`config.mk`:
```
export PLATFORM = sky130hd
export DESIGN_NAME = lcd_spi_rx
export DESIGN_NICKNAME = d
export VERILOG_FILES = /design/src/rtl/lcd_spi_pkg.sv /design/src/rtl/lcd_spi_rx_shift.sv /design/src/rtl/lcd_spi_rx.sv
export SDC_FILE = /design/constraint.sdc
export NUM_CORES = 1
export LEC_CHECK = 0
export CAP_MARGIN = 15
export CORE_MARGIN = 10
export CORE_UTILIZATION = 38
export CTS_CLUSTER_SIZE = 40
export DETAILED_ROUTE_END_ITERATION = 8
export SLEW_MARGIN = 0
export SYNTH_ARGS = -nofsm -noshare
export SYNTH_HDL_FRONTEND = slang
export SYNTH_HIERARCHICAL = 1
export SYNTH_SLANG_ARGS = --single-unit
export TNS_END_PERCENT = 30
```
`constraint.sdc`:
```
create_clock -name clk -period 5.9 [get_ports clk]
set_input_delay 0.885 -clock clk [delete_from_list [all_inputs] [get_ports clk]]
set_output_delay 0.885 -clock clk [all_outputs]
set_load 0.02 [all_outputs]
```
`src/rtl/lcd_spi_pkg.sv`:
```
// Shared definitions for the serial-LCD responder: command codes, decoder
// states, parameter targets and the window-wrap helper.
// Optional feature macro used by this block: LCD_SPI_RX_SYNC_EN (input synchronizers).
package lcd_spi_pkg;

  localparam logic [7:0] CMD_SLPIN   = 8'h10;
  localparam logic [7:0] CMD_SLPOUT  = 8'h11;
  localparam logic [7:0] CMD_DISPOFF = 8'h28;
  localparam logic [7:0] CMD_DISPON  = 8'h29;
  localparam logic [7:0] CMD_CASET   = 8'h2A;
  localparam logic [7:0] CMD_RASET   = 8'h2B;
  localparam logic [7:0] CMD_RAMWR   = 8'h2C;

  typedef enum logic [1:0] {
    ST_IDLE,
    ST_PARAM,
    ST_RAMWR_HI,
    ST_RAMWR_LO
  } dec_state_t;

  typedef enum logic [1:0] {
    TGT_COL,
    TGT_ROW,
    TGT_SKIP
  } param_tgt_t;

  // Equality-only wrap: an inverted window (start > end) runs up to 255
  // and then returns to the start, rather than comparing with '<'.
  function automatic logic win_wrap(input logic [7:0] cur, input logic [7:0] last);
    return (cur == last) || (cur == 8'hFF);
  endfunction

endpackage

```
`src/rtl/lcd_spi_rx_shift.sv`:
```
// Input stage + byte assembler: stages SCL/SDA/DC/RES/CS, detects SCL rises,
// shifts SDA MSB first and pulses o_byte_vld when 8 bits are collected.
// Ports: i_clk/i_rst (async high), pad inputs i_*, outputs o_byte_vld/o_byte_dat/
// o_byte_dc and o_soft_rst (staged RES asserted). Macro: LCD_SPI_RX_SYNC_EN.
module lcd_spi_rx_shift (
  input  logic       i_clk,
  input  logic       i_rst,
  input  logic       i_scl,
  input  logic       i_sda,
  input  logic       i_dc,
  input  logic       i_res_n,
  input  logic       i_cs_n,
  output logic       o_byte_vld,
  output logic [7:0] o_byte_dat,
  output logic       o_byte_dc,
  output logic       o_soft_rst
);

  // Bundle order: {scl, sda, dc, res_n, cs_n}; idle pads are RES/CS high.
  localparam logic [4:0] PAD_IDLE = 5'b00011;

  logic [4:0] w_stage;
  logic       w_scl, w_sda, w_dc, w_res_n, w_cs_n, w_rise;

`ifdef LCD_SPI_RX_SYNC_EN
  logic [4:0] r_sync1, r_sync2;
  always_ff @(posedge i_clk or posedge i_rst) begin
    if (i_rst) begin
      r_sync1 <= PAD_IDLE;
      r_sync2 <= PAD_IDLE;
    end else begin
      r_sync1 <= {i_scl, i_sda, i_dc, i_res_n, i_cs_n};
      r_sync2 <= r_sync1;
    end
  end
  assign w_stage = r_sync2;
`else
  assign w_stage = {i_scl, i_sda, i_dc, i_res_n, i_cs_n};
`endif

  assign {w_scl, w_sda, w_dc, w_res_n, w_cs_n} = w_stage;

  logic       r_scl_d;
  logic [6:0] r_shift;
  logic [2:0] r_cnt;
  logic       r_dc;
  logic       r_byte_vld;
  logic [7:0] r_byte_dat;
  logic       r_byte_dc;

  assign w_rise = w_scl & ~r_scl_d;

  always_ff @(posedge i_clk or posedge i_rst) begin
    if (i_rst) begin
      r_scl_d    <= 1'b0;
      r_shift    <= '0;
      r_cnt      <= '0;
      r_dc       <= 1'b0;
      r_byte_vld <= 1'b0;
      r_byte_dat <= '0;
      r_byte_dc  <= 1'b0;
    end else begin
      r_scl_d    <= w_scl;
      r_byte_vld <= 1'b0;
      if (!w_res_n) begin
        r_shift    <= '0;
        r_cnt      <= '0;
        r_dc       <= 1'b0;
        r_byte_dat <= '0;
        r_byte_dc  <= 1'b0;
      end else if (w_cs_n) begin
        // Deselect drops any partial byte; the old shift bits are simply overwritten.
        r_cnt <= '0;
      end else if (w_rise) begin
        r_shift <= {r_shift[5:0], w_sda};
        r_cnt   <= r_cnt + 3'd1;
        if (r_cnt == 3'd0) r_dc <= w_dc;
        if (r_cnt == 3'd7) begin
          r_byte_vld <= 1'b1;
          r_byte_dat <= {r_shift, w_sda};
          r_byte_dc  <= r_dc;
        end
      end
    end
  end

  assign o_byte_vld = r_byte_vld;
  assign o_byte_dat = r_byte_dat;
  assign o_byte_dc  = r_byte_dc;
  assign o_soft_rst = ~w_res_n;

endmodule

```
`src/rtl/lcd_spi_rx.sv`:
```
// ST7735-style SPI write-stream decoder: tracks CASET/RASET window and RAMWR
// pixel stream, emitting one pix_we per on-screen RGB565 pixel.
// Ports: clk, rst_in (async high), lcd_* pads in; byte_*, pix_*, disp_on,
// sleep_out, err_stray out. Macro: LCD_SPI_RX_SYNC_EN (pad synchronizers).
module lcd_spi_rx
  import lcd_spi_pkg::*;
#(
  parameter int LCD_W = 132,
  parameter int LCD_H = 162
) (
  input  logic        clk,
  input  logic        rst_in,
  input  logic        lcd_clk_in,
  input  logic        lcd_data_in,
  input  logic        lcd_dc_in,
  input  logic        lcd_rst_n_in,
  input  logic        lcd_cs_n_in,
  output logic        byte_valid,
  output logic [7:0]  byte_data,
  output logic        byte_dc,
  output logic        pix_we,
  output logic [7:0]  pix_x,
  output logic [7:0]  pix_y,
  output logic [15:0] pix_data,
  output logic        disp_on,
  output logic        sleep_out,
  output logic        err_stray
);

  localparam logic [8:0] W_LIM  = 9'(LCD_W);
  localparam logic [8:0] H_LIM  = 9'(LCD_H);
  localparam logic [7:0] XE_RST = 8'(LCD_W - 1);
  localparam logic [7:0] YE_RST = 8'(LCD_H - 1);

  logic       w_byte_vld, w_byte_dc, w_soft_rst;
  logic [7:0] w_byte_dat;

  lcd_spi_rx_shift u_shift (
    .i_clk      (clk),
    .i_rst      (rst_in),
    .i_scl      (lcd_clk_in),
    .i_sda      (lcd_data_in),
    .i_dc       (lcd_dc_in),
    .i_res_n    (lcd_rst_n_in),
    .i_cs_n     (lcd_cs_n_in),
    .o_byte_vld (w_byte_vld),
    .o_byte_dat (w_byte_dat),
    .o_byte_dc  (w_byte_dc),
    .o_soft_rst (w_soft_rst)
  );

  assign byte_valid = w_byte_vld;
  assign byte_data  = w_byte_dat;
  assign byte_dc    = w_byte_dc;

  dec_state_t r_state, w_state;
  param_tgt_t r_tgt,   w_tgt;
  logic [1:0] r_pcnt,  w_pcnt;
  logic [7:0] r_xs, r_xe, r_ys, r_ye, r_x, r_y, r_hi;
  logic [7:0] w_xs, w_xe, w_ys, w_ye, w_x, w_y, w_hi;
  logic       r_pix_we, w_pix_we, r_err, w_err, r_disp, w_disp, r_sleep, w_sleep;
  logic [7:0] r_pix_x, w_pix_x, r_pix_y, w_pix_y;
  logic [15:0] r_pix_dat, w_pix_dat;

  always_comb begin
    w_state = r_state;  w_tgt = r_tgt;  w_pcnt = r_pcnt;
    w_xs = r_xs;  w_xe = r_xe;  w_ys = r_ys;  w_ye = r_ye;
    w_x = r_x;    w_y = r_y;    w_hi = r_hi;
    w_pix_we = 1'b0;  w_err = 1'b0;
    w_pix_x = r_pix_x;  w_pix_y = r_pix_y;  w_pix_dat = r_pix_dat;
    w_disp = r_disp;    w_sleep = r_sleep;

    if (w_byte_vld) begin
      if (!w_byte_dc) begin
        // A command byte restarts decoding from any state.
        w_state = ST_IDLE;
        w_pcnt  = 2'd0;
        case (w_byte_dat)
          CMD_CASET:   begin w_state = ST_PARAM; w_tgt = TGT_COL; end
          CMD_RASET:   begin w_state = ST_PARAM; w_tgt = TGT_ROW; end
          CMD_RAMWR:   begin w_x = r_xs; w_y = r_ys; w_state = ST_RAMWR_HI; end
          CMD_SLPOUT:  w_sleep = 1'b1;
          CMD_SLPIN:   w_sleep = 1'b0;
          CMD_DISPON:  w_disp  = 1'b1;
          CMD_DISPOFF: w_disp  = 1'b0;
          default:     begin w_state = ST_PARAM; w_tgt = TGT_SKIP; end
        endcase
      end else begin
        case (r_state)
          ST_IDLE: w_err = 1'b1;
          ST_PARAM: begin
            w_pcnt = r_pcnt + 2'd1;
            // Parameters 0 and 2 are the (unused) high bytes of start/end.
            if (r_tgt == TGT_COL) begin
              if (r_pcnt == 2'd1) w_xs = w_byte_dat;
              if (r_pcnt == 2'd3) begin w_xe = w_byte_dat; w_state = ST_IDLE; end
            end else if (r_tgt == TGT_ROW) begin
              if (r_pcnt == 2'd1) w_ys = w_byte_dat;
              if (r_pcnt == 2'd3) begin w_ye = w_byte_dat; w_state = ST_IDLE; end
            end
          end
          ST_RAMWR_HI: begin
            w_hi    = w_byte_dat;
            w_state = ST_RAMWR_LO;
          end
          ST_RAMWR_LO: begin
            w_pix_dat = {r_hi, w_byte_dat};
            w_pix_x   = r_x;
            w_pix_y   = r_y;
            w_pix_we  = ({1'b0, r_x} < W_LIM) && ({1'b0, r_y} < H_LIM);
            if (win_wrap(r_x, r_xe)) begin
              w_x = r_xs;
              w_y = win_wrap(r_y, r_ye) ? r_ys : r_y + 8'd1;
            end else begin
              w_x = r_x + 8'd1;
            end
            w_state = ST_RAMWR_HI;
          end
          default: w_state = ST_IDLE;
        endcase
      end
    end

    // Panel RES behaves exactly like rst_in, one clock late.
    if (w_soft_rst) begin
      w_state = ST_IDLE;  w_tgt = TGT_COL;  w_pcnt = 2'd0;
      w_xs = 8'd0;  w_xe = XE_RST;  w_ys = 8'd0;  w_ye = YE_RST;
      w_x = 8'd0;   w_y = 8'd0;     w_hi = 8'd0;
      w_pix_we = 1'b0;  w_err = 1'b0;
      w_pix_x = 8'd0;   w_pix_y = 8'd0;  w_pix_dat = 16'd0;
      w_disp = 1'b0;    w_sleep = 1'b0;
    end
  end

  always_ff @(posedge clk or posedge rst_in) begin
    if (rst_in) begin
      r_state <= ST_IDLE;  r_tgt <= TGT_COL;  r_pcnt <= 2'd0;
      r_xs <= 8'd0;  r_xe <= XE_RST;  r_ys <= 8'd0;  r_ye <= YE_RST;
      r_x <= 8'd0;   r_y <= 8'd0;     r_hi <= 8'd0;
      r_pix_we <= 1'b0;  r_err <= 1'b0;
      r_pix_x <= 8'd0;   r_pix_y <= 8'd0;  r_pix_dat <= 16'd0;
      r_disp <= 1'b0;    r_sleep <= 1'b0;
    end else begin
      r_state <= w_state;  r_tgt <= w_tgt;  r_pcnt <= w_pcnt;
      r_xs <= w_xs;  r_xe <= w_xe;  r_ys <= w_ys;  r_ye <= w_ye;
      r_x <= w_x;    r_y <= w_y;    r_hi <= w_hi;
      r_pix_we <= w_pix_we;  r_err <= w_err;
      r_pix_x <= w_pix_x;    r_pix_y <= w_pix_y;  r_pix_dat <= w_pix_dat;
      r_disp <= w_disp;      r_sleep <= w_sleep;
    end
  end

  assign pix_we    = r_pix_we;
  assign pix_x     = r_pix_x;
  assign pix_y     = r_pix_y;
  assign pix_data  = r_pix_dat;
  assign disp_on   = r_disp;
  assign sleep_out = r_sleep;
  assign err_stray = r_err;

endmodule
```
* Yosys cells after proc, flatten, opt, wreduce, memory -nomap -nowiden
Index checks and enable logic that the tools add are counted.
** Cells by class
- Add/subtract/negate cells :: 4
- Multiply operators :: 0
- Divide/modulo/power cells :: 0
- $lt $le $gt $ge :: 2
- Equal/unequal tests :: 43
- Shift operators :: 0
- Muxes and demuxes :: 107
- Bitwise logic cells :: 2
- Reductions and logical operators :: 24
** Operator list (count)
- 2-to-1 mux 8 bit :: 53
- 2-to-1 mux 16 bit :: 4
- == test 8 x 6 -> 1 bit, second input constant :: 5
- AND reduction 3 bit :: 9
- 2-to-1 mux 1 bit :: 26
- 2-to-1 mux 2 bit :: 13
- != test 2 x 1 -> 1 bit, second input constant :: 12
- 2-to-1 mux 7 bit :: 3
- adder 8 x 1 -> 8 bit, second input constant :: 2
- == test 8 x 5 -> 1 bit, second input constant :: 2
- == test 8 bit :: 2
- == test 8 bit, second input constant :: 2
- < comparator 8 bit, second input constant :: 2
- != test 3 x 1 -> 1 bit, second input constant :: 4
- case mux 2 bit (3 select lines) :: 2
- AND reduction 6 bit :: 2
- != test 5 bit, second input constant :: 2
- AND reduction 5 bit :: 2
- 2-to-1 mux 3 bit :: 3
- != test 3 bit, second input constant :: 3
- != test 2 bit, second input constant :: 4
- == test 2 x 1 -> 1 bit, second input constant :: 3
- == test 2 bit, second input constant :: 3
- OR reduction 5 bit :: 1
- other kinds (14) :: 18
** Word-level totals
- Flip-flop bits (word level) :: 120
- Latch bits :: 0
- Bits in writable memories :: 0
- Bits in read-only memories :: 0
- Input port bits :: 7
- Output and inout port bits :: 46
- Word-level logic and storage cells :: 206
- Memories :: 0

* Depth between registers and ports, before layout
Gate-level depths: netlist of the first run.
- Depth in word-level cells :: 8
- Mapped depth :: 9
- Depth with buffers taken out :: 7

* Hierarchy
The synthesis of the first run kept the hierarchy.
** By module, submodules not included
- lcd_spi_rx :: times used 1, cells each 517, area an instance 4749.6 um^2, sequential area each 2459.9 um^2
- lcd_spi_rx_shift :: times used 1, cells each 90, area an instance 963.4 um^2, sequential area each 550.5 um^2

* Least setup slack after synthesis of the first run
Ideal clock, no wire load.
- Path type :: input port to flip-flop
- From :: input port lcd_rst_n_in
- To :: register r_ye[1]
- Setup time :: 135 ps
- Arrival time :: 2125 ps
- Data required time :: 5765 ps
- Setup slack :: 3640 ps
- Stages on the path :: 6
- Path buffers :: 3
- Path through :: buf_2 > clkinv_1 > clkbuf_1 > a31oi_1 > clkbuf_1 > o21ai_0
** Between the ends
- Longest elaborated chain between the ends :: 2
- Elaborated cells between the ends (all ways) :: 8
- Classes of those cells :: eq/ne: 6; mux: 1; reduce/logical: 1
** Ends and longest elaborated chain
- start, declared :: RTL line lcd_spi_rx.sv:16 : input logic lcd_rst_n_in,
- != test 2 x 1 -> 1 bit (no source line) / != test 2 bit (equally long branches)
- AND reduction 6 bit (no source line)
- end signal, assigned :: RTL line lcd_spi_rx.sv:145 : r_xs <= w_xs; r_xe <= w_xe; r_ys <= w_ys; r_ye <= w_ye;
- end, declared :: RTL line lcd_spi_rx.sv:59 : logic [7:0] r_xs, r_xe, r_ys, r_ye, r_x, r_y, r_hi;
Several ways; a longest one is shown, not always the timed one.
A chain may end at the register's enable or synchronous reset.

* Final worst setup path of the first run
- From :: input port lcd_rst_n_in
- To :: register r_xs[7]
** Between the ends
- Longest elaborated chain between the ends :: 2
- Elaborated cells between the ends (all ways) :: 7
- Classes of those cells :: eq/ne: 5; mux: 1; reduce/logical: 1
** Ends and longest elaborated chain (RTL line)
- != test 2 x 1 -> 1 bit (no source line)
- AND reduction 5 bit (no source line)
- end signal, assigned :: lcd_spi_rx.sv:145
- end, declared :: lcd_spi_rx.sv:59
Several ways; a longest one is shown, not always the timed one.

==> results of run 1 <==
-- layout make-up --
type | count | area share [%]
Sequential cell | 120 | 43.5
Multi-Input combinational cell | 436 | 35.7
Timing Repair Buffer | 58 | 8.18
Clock buffer | 25 | 7.31
Tap cell | 184 | 3.33
Clock inverter | 7 | 1.30
Inverter | 12 | 0.688
-- power groups by stage --
| stage | Sequential (W) | Combinational, W | Clock (W) |
|---|---|---|---|
| floorplan | 0.000849 | 0.0000426 | 0 |
| global placement | 0.000851 | 0.0000577 | 0 |
| detailed placement | 0.000851 | 0.0000590 | 0 |
| CTS | 0.000837 | 0.0000592 | 0.00105 |
| global route | 0.000837 | 0.0000664 | 0.00109 |
| finish | 0.000837 | 0.0000584 | 0.00103 |
-- metal layers --
| metal | up-vias | track usage, % |
|---|---|---|
| met5 | - | 0 |
| met4 | 0 | 4.40 |
| met3 | 12 | 4.08 |
| met2 | 84 | 23.0 |
| met1 | 2211 | 18.8 |
| li1 | 2144 | - |
-- flip-flops by register name, indices dropped and copies added (netlist names), 2 cells and up --
name	count
u_shift/o_byte_dat	8
r_state	2
r_ye	8
r_x	8
u_shift/r_shift	7
u_shift/r_cnt	3
r_xs	8
r_pcnt	2
r_y	8
r_xe	8
pix_data	16
r_tgt	2
r_ys	8
pix_y	8
r_hi	8
pix_x	8
-- synth_stat cells, types with 9 or more instances --
cell and number:
dfrtp_1 114, nand2_1 135, inv_1 11, xnor2_1 9
mux2i_1 21, nand2b_1 13, o21ai_0 39, nand3_1 15
nor2_1 35, a21oi_1 52, nor2b_1 14, clkbuf_1 23
o21ai_1 10
-- logic make-up (layout without fill, tap and decap cells) --
family | Yosys count | after routing
AO/OA/AOI/OAI | 132 | 132
XOR/XNOR | 17 | 17
adder cells (fa/ha/maj) | 7 | 7
buffers and inverters | 51 | 102
flip-flops | 120 | 120
multiplexers | 29 | 29
AND/OR/NAND/NOR | 251 | 251
-- metrics by stage --
stage | instances | cell area [sq um] | total power, W
finish | 842 | 6920 | 0.00193
CTS | 840 | 6900 | 0.00195
global placement | 808 | 6300 | 0.000908
detailed placement | 808 | 6300 | 0.000910
global route | 842 | 6920 | 0.00199
floorplan | 607 | 5710 | 0.000891
-- cells in the final DEF, fill, tap and decap left out, types with 9 or more instances in the layout --
cell	count
nand2_1	135
dfrtp_1	114
a21oi_1	52
clkdlybuf4s50_1	52
o21ai_0	39
nor2_1	34
mux2i_1	21
clkbuf_16	17
nand3_1	15
nor2b_1	14
nand2b_1	13
inv_1	10
o21ai_1	10
xnor2_1	9
-- worst paths after layout --
kind                         startpoint       end  slack [ns]  cells after the start
min in group asynchronous        rst_in  pix_x[6]        1.03                      2
hold reg to reg                 r_xs[0]   r_xs[0]        0.50                      2
setup / recovery           lcd_rst_n_in   r_xs[7]        2.86                      4
hold / removal                  r_xs[0]   r_xs[0]        0.50                      2
setup reg to reg                 r_x[1]    r_y[7]        3.41                      7
max in group asynchronous        rst_in   r_ye[5]        3.91                      3
-- worst max-delay path: stages --
cell             delay [ns]
clkdlybuf4s50_1        0.90
inv_2                  0.32
a21oi_1                0.90
o21ai_0                0.26
==> reports/summary.txt, run 1 <==
Hold Path Class: flop to flop
Peak VDD IR: 0.000208 V
Clk Latency, worst-skew pair: 0.42 ns
DIE AREA: 20300 sq um
metal1 wirelength: 6.75 mm
largest area contributor in the netlist: dfrtp_1
Ys Warns: 6
cell count after synthesis: 607
fillers: 1369
Comb pwr share: 3.0%
Post-synth EDFFs: 0
CP Data Required Time: 6.13 ns
crit-path max FO: 21
mux cell area share after synthesis: 5.39%
minimum clock period: 3.04 ns
WL final: 14.4 mm
htree depth: 4
Ports: 53
largest family of logic cells by synthesized area: simple AND/OR/NAND/NOR gates
post-layout util: 47.2%
top-area cell type share of the netlist area: 49.9%
initial antenna violation count: 0
critical path type: input port to flop
distinct cell type count after synthesis: 59
status: finished clean
clk sinks: 120
# setup viols final: 0
GPL Wtd Cong: 0.826
Antenna Nets Post-Route: 0
CTS resizes: 0
grt ovf: 0
CTS root buffer: clkbuf_16
Setup crit start kind: input port
met3 wire length: 612 microns
post-synthesis compound-gate area fraction: 13.3%
clk_skew: 0.00789 ns
global-route wire length before repair: 23.4 mm
vias in the first global route: 4481
Area growth, synth to finish: 21.0%
adder-cell share of the synthesized area: 1.53%
Synth Cell Area: 5710 sq um
Synth area leaders: dfrtp_1 (50%), nand2_1 (8.9%), a21oi_1 (4.6%)
setup_tns: 0 ns
unrepaired setup endpoints after global routing: false
Worst-path clk slew: 0.05 ns
DR top layer: met4
met2 WL: 6.94 mm
syn_nets: 621
internal power: 0.00152 W
std cell rows: 44
net switching power figure: 0.000406 W
Initial Util: 39.0%
xor/xnor share of the synthesized area: 2.61%
hpwl dp: 9.61 mm
Synth Area per Inst: 9.41 sq um
Via Count: 4451
Inserted Diodes: 0
final net count: 659
WL per Instance: 17.1 microns
largest net degree at the start of global routing: 71
PortBufs: 52
synthesized flop and latch total: 120
Die Y: 143 microns
area of the multi-input gates: 2470 sq um
leakage: 2.87 nW
FF/Latch Area: 3010 sq um
final worst-path cycle share: 51.6%
switching part of the total: 21.0%
total track usage: 14.5%
Fin. Hold Viols: 0
Slew @ Worst Pin: 1.08 ns
slack of the critical path: 2.86 ns
Clk network pwr share: 53.6%
hold_buf cts: 0
power per cell area: 279 nW/um^2
Max Fclk: 329 MHz
arrival time at the worst endpoint: 3.28 ns
drt pass-1 iters: 5
final hold slack: 0.499 ns
post-CTS setup repair buffer count: 0
simple-gate portion of the synthesized area: 20.3%
core area: 14600 sq um
endpoint class of the critical path: flop
prevailing post-synth register cell: dfrtp_1
Die Width: 143 microns
post-synthesis async set-or-reset flop share: 100%
drt drc: 0
CTS max path bufs: 2
Worst slew margin: 28.2%
sequential share of power: 43.4%
sequential area share after synthesis: 52.7%
total of max-cap violations: 0
final count of pins violating max slew: 0
number of CTS-inserted buffers: 17
Vias/cell: 5.29
TritonCTS clock tree: done
layout cells sized above 1: 9.12%
pre-CTS setup slack: 2.40 ns
initial drt markers: 269
Power figures use the tool's default switching activity.
==> inputs of run 2 (changes only) <==
==> constraint.sdc (replaced) <==
create_clock -name clk -period 2.55 [get_ports clk]
set_input_delay 0.3825 -clock clk [delete_from_list [all_inputs] [get_ports clk]]
set_output_delay 0.3825 -clock clk [all_outputs]
set_load 0.02 [all_outputs]
==> run 2 against run 1 <==
  * Total power up 140%
  * Count of clock-buffer cells in the layout down 3
  * Hold slack got worse by 0.064 ns
  * Wire length decreased by 2.1%
  * Critical path type is now flop to flop
==> reports/summary.txt, run 2 (same netlist as run 1, synthesis figures left out) <==
Critical Path Sink: r_x[4]
fillers: 1382 (+0.95%)
minimum clock period: 2.40 ns
Worst slew margin: 35.9% (+7.7 points)
total track usage: 14.4% (-0.040 points)
initial antenna violation count: 0 (unchanged)
leakage: 2.97 nW (+3.4%)
Reg2Reg Setup Slack: 0.15 ns (-3.26 ns)
worst r2r src: r_x[0]
std cell rows: 44 (unchanged)
CTS max path bufs: 2 (unchanged)
setup_tns: 0 ns (unchanged)
Worst-path clk slew: 0.05 ns (about the same)
commonest non-fill, non-tap cell in the layout: nand2_1
number of CTS-inserted buffers: 17 (unchanged)
Setup crit start kind: flop
global-route wire length before repair: 23.5 mm (+0.27%)
final count of pins violating max slew: 0 (unchanged)
Initial Util: 39.0% (unchanged)
Vias/cell: 5.21 (-1.5%)
GPL Wtd Cong: 0.799 (-3.3%)
post-CTS setup repair buffer count: 0 (unchanged)
Max Fclk: 417 MHz
Slew @ Worst Pin: 0.962 ns (-0.115 ns)
status: finished clean
vias in the first global route: 4510 (+0.65%)
Fin. Hold Viols: 0 (unchanged)
Worst Setup SP: r_x[0]
Via Count: 4461 (+0.22%)
Die Y: 143 microns (unchanged)
final worst-path cycle share: 93.9%
Comb pwr share: 3.3% (+0.3 points)
PortBufs: 52 (unchanged)
core area: 14600 sq um (unchanged)
arrival time at the worst endpoint: 2.67 ns (-0.61 ns)
CTS resizes: 0 (unchanged)
CTS root buffer: clkbuf_16
drt pass-1 iters: 5 (unchanged)
unrepaired setup endpoints after global routing: false
reg2reg end: r_x[4]
critical path type: flop to flop
grt ovf: 0 (unchanged)
DIE AREA: 20300 sq um (unchanged)
Clk network pwr share: 54.0% (+0.4 points)
Area growth, synth to finish: 23.9%
Worst R2R Path Depth: 7 (unchanged)
post-layout util: 48.3% (+1.1 points)
Ports: 53 (unchanged)
commonest cells after routing, fill and taps aside: nand2_1 (135), dfrtp_1 (114), a21oi_1 (52), clkdlybuf4s50_1 (52), o21ai_0 (39)
clk sinks: 120 (unchanged)
Die Width: 143 microns (unchanged)
sequential share of power: 42.7% (-0.7 points)
htree depth: 4 (unchanged)
Inserted Diodes: 0 (unchanged)
net switching power figure: 0.000915 W (+130%)
clk_skew: 0.00629 ns (-0.00160 ns)
power per cell area: 642 nW/um^2 (+130%)
Peak VDD IR: 0.000604 V (+190%)
Hold Path Class: input port to async pin
Largest register FFs: 16 (unchanged)
Total Power: 0.00454 W (+140%)
switching part of the total: 20.2% (-0.88 points)
Clk Latency, worst-skew pair: 0.41 ns (about the same)
hold_buf cts: 0 (unchanged)
layout cells sized above 1: 11.0% (+1.9 points)
initial drt markers: 298 (+11%)
WL final: 14.1 mm (-2.1%)
crit-path max FO: 18 (-14%)
TritonCTS clock tree: done
final net count: 674 (+2.3%)
total of max-cap violations: 0 (unchanged)
internal power: 0.00362 W (+140%)
hpwl dp: 9.98 mm (+3.8%)
endpoint class of the critical path: flop
# setup viols final: 0 (unchanged)
largest net degree at the start of global routing: 50 (-30%)
CP Data Required Time: 2.83 ns (-3.30 ns)
WL per Instance: 16.5 microns (-3.8%)
Antenna Nets Post-Route: 0 (unchanged)
drt drc: 0 (unchanged)
-- run 2: worst min path at each step --
stage | to | slack [ns]
4_1_cts | pix_data[5] | 0.44
6_report | pix_data[5] | 0.43
2_1_floorplan | u_shift/o_byte_dat[0] | 0.37
5_1_grt | pix_data[5] | 0.45
3_5_place_dp | r_xs[7] | 0.48
3_3_place_gp | r_xs[7] | 0.47
-- run 2: metrics by stage --
stage          area [sq um]  hold WS [ns]  worst slack, ns  std cells
4_1_cts                7080         0.438            0.185        857
2_1_floorplan          5720         0.372            0.611        607
5_1_grt                7080         0.447           0.0162        857
6_report               7080         0.435            0.155        857
3_3_place_gp           6470         0.466            0.238        825
3_5_place_dp           6470         0.478            0.200        825
-- run 2: cell type report --
class / instances / area, sq um / share of cell area, %
flip-flops and latches: 120 / 3010 / 42.5
repair buffers: 73 / 716 / 10.1
clock buffers: 22 / 454 / 6.42
multi-input cells: 436 / 2470 / 34.9
clock inverters: 10 / 150 / 2.12
inverters: 12 / 48.8 / 0.690
well taps: 184 / 230 / 3.25
-- run 2: critical path: stages, from the launching register on --
cell and delay [ns]:
dfrtp_1 0.43, ha_1 0.26, nand3_2 0.09, or2_1 0.15, o221a_1 0.73, mux2_4 0.36
a22oi_1 0.18, nor2_1 0.06
-- run 2: power groups by stage --
| stage | sequential, W | clock [W] | combinational (W) |
|---|---|---|---|
| 2_1_floorplan | 0.00196 | 0 | 0.0000989 |
| 3_3_place_gp | 0.00197 | 0 | 0.000149 |
| 3_5_place_dp | 0.00197 | 0 | 0.000153 |
| 4_1_cts | 0.00194 | 0.00250 | 0.000154 |
| 5_1_grt | 0.00194 | 0.00260 | 0.000169 |
| 6_report | 0.00194 | 0.00245 | 0.000150 |
-- run 2: routing by layer --
layer	part of all wire, %	vias to the layer above	track usage (%)
met4	0.74	0	3.75
li1	-	2173	-
met5	0	-	0
met3	4.8	11	4.48
met2	48	96	22.7
met1	47	2181	18.9
